**src/rtl/sig_burst_checker_tracker.sv**
```systemverilog
// Per-line toggle detect, saturating toggle count and gap (resume-after-pause) detect.
module line_toggle_tracker #(
  parameter int   CW       = 8,
  parameter logic IDLE_LVL = 1'b0
) (
  input  logic          clk,
  input  logic          rst,
  input  logic          sig,
  input  logic          clr,
  input  logic          en,
  output logic          tog,
  output logic [CW-1:0] cnt,
  output logic          started,
  output logic          gap
);

  logic prev;
  logic stopped;

  assign tog = sig ^ prev;

  always_ff @(posedge clk) begin
    if (!rst) begin
      prev    <= IDLE_LVL;
      cnt     <= '0;
      started <= 1'b0;
      stopped <= 1'b0;
      gap     <= 1'b0;
    end else begin
      prev <= sig;
      // Entry sample clears the working state but still counts its own toggle.
      if (clr) begin
        cnt     <= {{(CW-1){1'b0}}, tog};
        started <= tog;
        stopped <= 1'b0;
        gap     <= 1'b0;
      end else if (en) begin
        if (tog) begin
          if (cnt != '1) cnt <= cnt + 1'b1;
          started <= 1'b1;
          if (stopped) gap <= 1'b1;
        end else if (started) begin
          stopped <= 1'b1;
        end
      end
    end
  end

endmodule

```
**config.mk**
```make
export PLATFORM = sky130hd
export DESIGN_NAME = line_toggle_tracker
export DESIGN_NICKNAME = d
export VERILOG_FILES = /design/src/rtl/sig_burst_checker_tracker.sv
export SDC_FILE = /design/constraint.sdc
export NUM_CORES = 1
export LEC_CHECK = 0
export ABC_CLOCK_PERIOD_IN_PS = 1560
export CORE_AREA = 3 3 45 47
export CTS_BUF_LIST = sky130_fd_sc_hd__clkbuf_4
export CTS_CLUSTER_SIZE = 12
export DETAILED_ROUTE_END_ITERATION = 10
export DIE_AREA = 0 0 48 50
export HOLD_SLACK_MARGIN = 0.15
export PLACE_DENSITY = 0.64
export REMOVE_ABC_BUFFERS = 1
export SETUP_SLACK_MARGIN = 0.15
export SLEW_MARGIN = 20
export SYNTH_ARGS = -nofsm -noshare
export SYNTH_HDL_FRONTEND = slang
export SYNTH_SLANG_ARGS = --single-unit
```
**constraint.sdc**
```tcl
create_clock -name clk -period 1.56 [get_ports clk]
set_input_delay 0.234 -clock clk [delete_from_list [all_inputs] [get_ports clk]]
set_output_delay 0.234 -clock clk [all_outputs]
set_load 0.02 [all_outputs]
```
==> impl_metrics.tcl, run 1 <==
set metrics [dict create \
    ys_warn_count 0 \
    crit_path_end_kind "flop" \
    hold_path.class "input pin to flop" \
    nets 95 \
    outcome "complete, no violations" \
    reg2reg_slack_ns 0.23 \
    cp_max_fo 4 \
    grt_max_degree 10 \
    seqCellArea_um2 244 \
    grt.total_usage_pct 13.0 \
    io_buffers 15 \
    cp_common_cell "nand3_1" \
    initialDrtViolationCount 7 \
    syn2layout_area_growth_pct 47.9 \
    drive_gt1_share_pct 31.0 \
    met3_usage_pct 3.28 \
    rows 15 \
    cp_slowest_stage_delay_ns 0.53 \
    max-slew-margin-rel_pct 76.9 \
    die_w_um 48 \
    post-place-ws_ns -0.179 \
    critical_path.endpoint "cnt[5]$_SDFFE_PP0P_" \
    hpwl_um 922 \
    grt_pass1_wl_um 2220 \
    r2r-end "cnt[1]$_SDFFE_PP0P_" \
    setup_ws_ns 0.218 \
    start_kind "input pin" \
    synth_seq_area_share_pct 41.2 \
    setup-tns-final_ns 0 \
    htree_levels 1 \
    multi_input_area_um2 357 \
    antennaDiodeCount 0 \
    core_mm2 0.00169 \
    drt-pass1-iter-count 4 \
    rr_startpoint "cnt[5]$_SDFFE_PP0P_" \
    ys_seq_elements 12 \
    critPathSlowestCell "clkdlybuf4s50_1" \
    worstPathCellList "clkdlybuf4s50_1 -> nand3_1 -> nor4b_4 -> nand3_1 -> nor3b_2" \
    vias_per_cell 5.13 \
    fp.dieH_um 50 \
    ant_nets 0 \
    hold_viol_final 0 \
    die_area_mm2 0.00240 \
    nFillCells 175 \
    synth_area_um2 583 \
    drv_slew 0 \
    synth_cell_types 28 \
    power_density_mw_per_mm2 702 \
    wire_per_inst_um 12.1 \
    drc_errors 0 \
    fin_util_pct 51.0 \
    wl_um 1260 \
    initial_core_util_pct 34.5 \
    cts_hold_buf 0 \
    post-route-period-util_pct 86.0 \
    clk_pin_slew_ns 0.07 \
    cp-startpoint "en" \
    clk_path_buf_depth 2 \
    async_flop_share_pct 0 \
    overflow 0 \
    num_vias 533 \
    ir_worst_vdd_mv 0.488 \
    finalSetupViolations 0 \
    crit_type "input pin to flop" \
    tightest_slew_ns 0.346 \
    io_pins 16 \
    fin_skew_ns 0.00143 \
    fmax_ghz 0.745 \
    cts_tree "done" \
    cp.required_ns 1.72 \
    drv_cap 0 \
    synth_ff_type "dfxtp_1" \
    globalplace.congestion 0.783 \
    leakage_nw 0.401 \
    top_usage_layer "met2" \
    period_needed_ns 1.34 \
    rsz0062_at_grt "yes" \
    finalPower_mw 0.605 \
    synth_area_per_cell_um2 9.72 \
    gr-usage-met1_pct 16.5 \
    clock_latency_ns 0.27 \
    first_global_vias 533 \
    antenna_found_initial 0 \
    cts.sinks 12 \
    synthCells 60 \
    synth_edf_count 0 \
    r2r_cells 5 \
    arrival_ns 1.50 \
    numCtsBuffers 3 \
    clock_tree.root_cell "clkbuf_4" \
    grt_use_met2_pct 18.9 \
]
-- report_power, final --
part	switching, mW	leakage, nW	internal (mW)	total (mW)
sequential	0.00519	0.0990	0.314	0.319
combinational	0.0518	0.288	0.0490	0.101
clock	0.0965	0.0138	0.0893	0.186
-- worst min path at each step --
| stage | startpoint | to | cells past startpoint |
|---|---|---|---|
| 3_3_place_gp | stopped$_SDFFE_PP0P_ | stopped$_SDFFE_PP0P_ | 2 |
| 2_1_floorplan | sig | prev$_SDFF_PN0_ | 1 |
| 5_1_grt | sig | prev$_SDFF_PN0_ | 2 |
| 6_report | sig | prev$_SDFF_PN0_ | 2 |
| 3_5_place_dp | gap$_SDFFE_PP0P_ | gap$_SDFFE_PP0P_ | 2 |
| 4_1_cts | gap$_SDFFE_PP0P_ | gap$_SDFFE_PP0P_ | 2 |
-- worst max-delay path: cells and delay by family --
family | cells | cell delay, ns
and+or+nand+nor | 4 | 0.74
buffers and inverters | 1 | 0.53
-- cell usage in the layout, fill, tap and decap left out, drive strengths merged, types with 3 or more instances in the layout --
master	Yosys	routed
dfxtp	12	12
dlygate4sd2	0	10
buf	0	10
nor2	7	7
nand3	5	5
a31oi	4	4
clkbuf	1	4
nand2b	3	3
nand2	3	3
clkdlybuf4s50	0	3
-- kinds of logic after synthesis --
family	count (synthesis)	share of synthesized area, %
buffers and inverters	3	1.93
xor gates and xnor gates	3	5.80
muxes	2	3.43
DFF	12	41.2
adders and majority gates	1	2.15
AOI/OAI and AO/OA	12	16.5
and+or+nand+nor	27	29.0
-- sequential cells by signal, summed over array words and instances, names as in the netlist --
name     flops
cnt          8
gap          1
prev         1
started      1
stopped      1
-- final cells by class --
cell class	instances	area share [%]
sequential	12	28.3
inverter	2	0.871
tap	17	2.47
clock buffer	3	2.61
multi-input combinational	45	41.4
timing repair buffer	25	24.4
-- what timing repair did --
action,CTS,global route
setup endpoints to repair,14,8
pin swaps,1,4
resized for setup,14,7
buffers inserted,0,1
gates cloned,0,0
-- per-layer routing --
layer	up-vias	wire, um	part of all wire [%]
met3	2	72	5.7
met1	240	557	44
met4	0	20	1.6
li1	274	-	-
met5	-	0	0
met2	17	610	48
-- metrics by stage --
stage                     area, um2  std cells  hold slack [ns]
final                           862        104            0.288
after global routing            862        104            0.306
after CTS                       840        103            0.478
after detailed placement        818        100            0.460
after global placement          818        100            0.459
after floorplan                 579         59            0.370
-- Yosys cell counts, types with 2 or more instances --
cell | count | area share (%)
dfxtp_1 | 12 | 41
nor2_1 | 7 | 4.5
nand3_1 | 5 | 4.3
a31oi_1 | 4 | 4.3
nand2_1 | 3 | 1.9
nand2b_1 | 3 | 3.2
mux2i_1 | 2 | 3.4
nor3_1 | 2 | 1.7
nor4b_2 | 2 | 5.2
o21a_1 | 2 | 2.6
(Power assumes the default switching activity.)
==> run 2: changes to the inputs <==
--- a/config.mk
+++ b/config.mk
@@ -12,7 +12,6 @@
 export DETAILED_ROUTE_END_ITERATION = 10
 export DIE_AREA = 0 0 48 50
 export HOLD_SLACK_MARGIN = 0.15
-export PLACE_DENSITY = 0.64
 export REMOVE_ABC_BUFFERS = 1
 export SETUP_SLACK_MARGIN = 0.15
 export SLEW_MARGIN = 20
==> run 2 against run 1 <==
Net effect: clock power grew 6%; critical path type is now flop to primary output; sequential share of layout area is 0.37 points lower; highest routed layer is now met3; critical path depth decreased by 3.
==> impl_metrics.tcl, run 2 (synthesis results as in run 1) <==
set metrics [dict create \
    outcome "complete, no violations" \
    drv_slew 0 \
    r2r-end "cnt[5]$_SDFFE_PP0P_" \
    multi_input_area_um2 358 \
    final_common_cell "buf_4" \
    antenna_found_initial 0 \
    num_vias 542 \
    die_w_um 48 \
    hpwl_um 916 \
    worstHoldPathCells 2 \
    crit_path_end_kind "primary output" \
    clock_latency_ns 0.27 \
    drt-pass1-iter-count 3 \
    hold_viol_final 0 \
    cp_max_fo 4 \
    cp-startpoint "cnt[0]$_SDFFE_PN0P_" \
    period_needed_ns 1.35 \
    fmax_ghz 0.738 \
    htree_levels 1 \
    drv_cap 0 \
    antennaDiodeCount 0 \
    regMostFlops "cnt" \
    start_kind "flop" \
    seqCellArea_um2 250 \
    reg2reg_slack_ns 0.26 \
    fp.dieH_um 50 \
    hold-path-endpoint "prev$_SDFF_PN0_" \
    ir_worst_vdd_mv 0.376 \
    overflow 0 \
    setup-tns-final_ns 0 \
    drive_gt1_share_pct 34.1 \
    hold_path.class "input pin to flop" \
    min-delay-start "sig" \
    layout_common_cells "buf_4, dlygate4sd2_1, dfxtp_1" \
    die_area_mm2 0.00240 \
    dp_cells 101 \
    cts_hold_buf 0 \
    setup_ws_ns 0.205 \
    rows 15 \
    ant_nets 0 \
    leakage_nw 0.411 \
    nFillCells 176 \
    nets 98 \
    clock_tree.root_cell "clkbuf_4" \
    wire_per_inst_um 11.7 \
    grt_pass1_wl_um 2100 \
    tightest_slew_ns 0.350 \
    grt_max_degree 10 \
    core_mm2 0.00169 \
    grt.total_usage_pct 12.1 \
    finalSetupViolations 0 \
    clk_pin_slew_ns 0.08 \
    io_buffers 15 \
    cp.required_ns 1.33 \
    io_pins 16 \
    cts.sinks 12 \
    initialDrtViolationCount 3 \
    numCtsBuffers 3 \
    fin_skew_ns 0.000641 \
    vias_per_cell 5.02 \
    initial_core_util_pct 34.5 \
    cts_tree "done" \
    post-route-period-util_pct 86.8 \
    crit_type "flop to primary output" \
    largest_register_ff_count 8 \
    wl_um 1270 \
    globalplace.congestion 0.799 \
    post-place-ws_ns -0.170 \
    first_global_vias 522 \
    hold_ws_ns 0.278 \
    drc_errors 0 \
    final_cells 108 \
    rsz0062_at_grt "no" \
    syn2layout_area_growth_pct 53.6 \
    power_density_mw_per_mm2 688 \
    max-slew-margin-rel_pct 76.6 \
    clk_path_buf_depth 2 \
    r2r_cells 5 \
    rr_startpoint "prev$_SDFF_PN0_" \
    arrival_ns 1.12 \
]
[run 2: worst max-delay path, cell delays in order (launching register included)]
cell and delay, ns:
dfxtp_1 0.38, buf_4 0.15, dlygate4sd2_1 0.32
[run 2: metal layers]
layer / vias up / track usage (%) / part of all wire [%]
met5: - / 0 / 0
met4: 0 / 5.38 / 0
met3: 0 / 3.28 / 4.7
met2: 13 / 17.2 / 47
met1: 250 / 16.4 / 48
li1: 279 / - / -
[run 2: power breakdown]
group          switching [mW]  leakage [nW]  internal (mW)
logic                  0.0512         0.295         0.0508
registers             0.00669         0.100          0.310
clock network           0.105        0.0154         0.0925
[run 2: area by class of cell]
| type | instances | area share [%] |
|---|---|---|
| multi-input combinational | 45 | 39.9 |
| sequential | 12 | 27.9 |
| timing repair buffer | 28 | 26.0 |
| clock buffer | 3 | 2.51 |
| tap | 17 | 2.37 |
| inverter | 2 | 0.838 |
| clock inverter | 1 | 0.419 |
[run 2: how the worst max path moves through the flow]
stage	endpoint	slack (ns)	cells after the start
6_report	cnt[0]	0.21	2
3_3_place_gp	tog	-0.17	4
5_1_grt	cnt[1]$_SDFFE_PP0P_	0.15	4
4_1_cts	tog	0.08	4
3_5_place_dp	tog	-0.17	4
2_1_floorplan	cnt[1]$_SDFFE_PP0P_	0.12	5
[run 2: per-stage QoR]
| step | instance area (um2) | utilization (%) | total power, mW |
|---|---|---|---|
| final | 896 | 53.0 | 0.616 |
| after global routing | 896 | 53.0 | 0.653 |
| after CTS | 851 | 50.4 | 0.630 |
| after detailed placement | 826 | 48.9 | 0.433 |
| after global placement | 826 | 48.9 | 0.433 |
| after floorplan | 579 | - | 0.373 |
[run 2: repair_timing]
item,in CTS,in global routing
pin swaps,1,2
gates resized for setup,14,10
setup endpoints to repair,14,8
buffers inserted,0,3
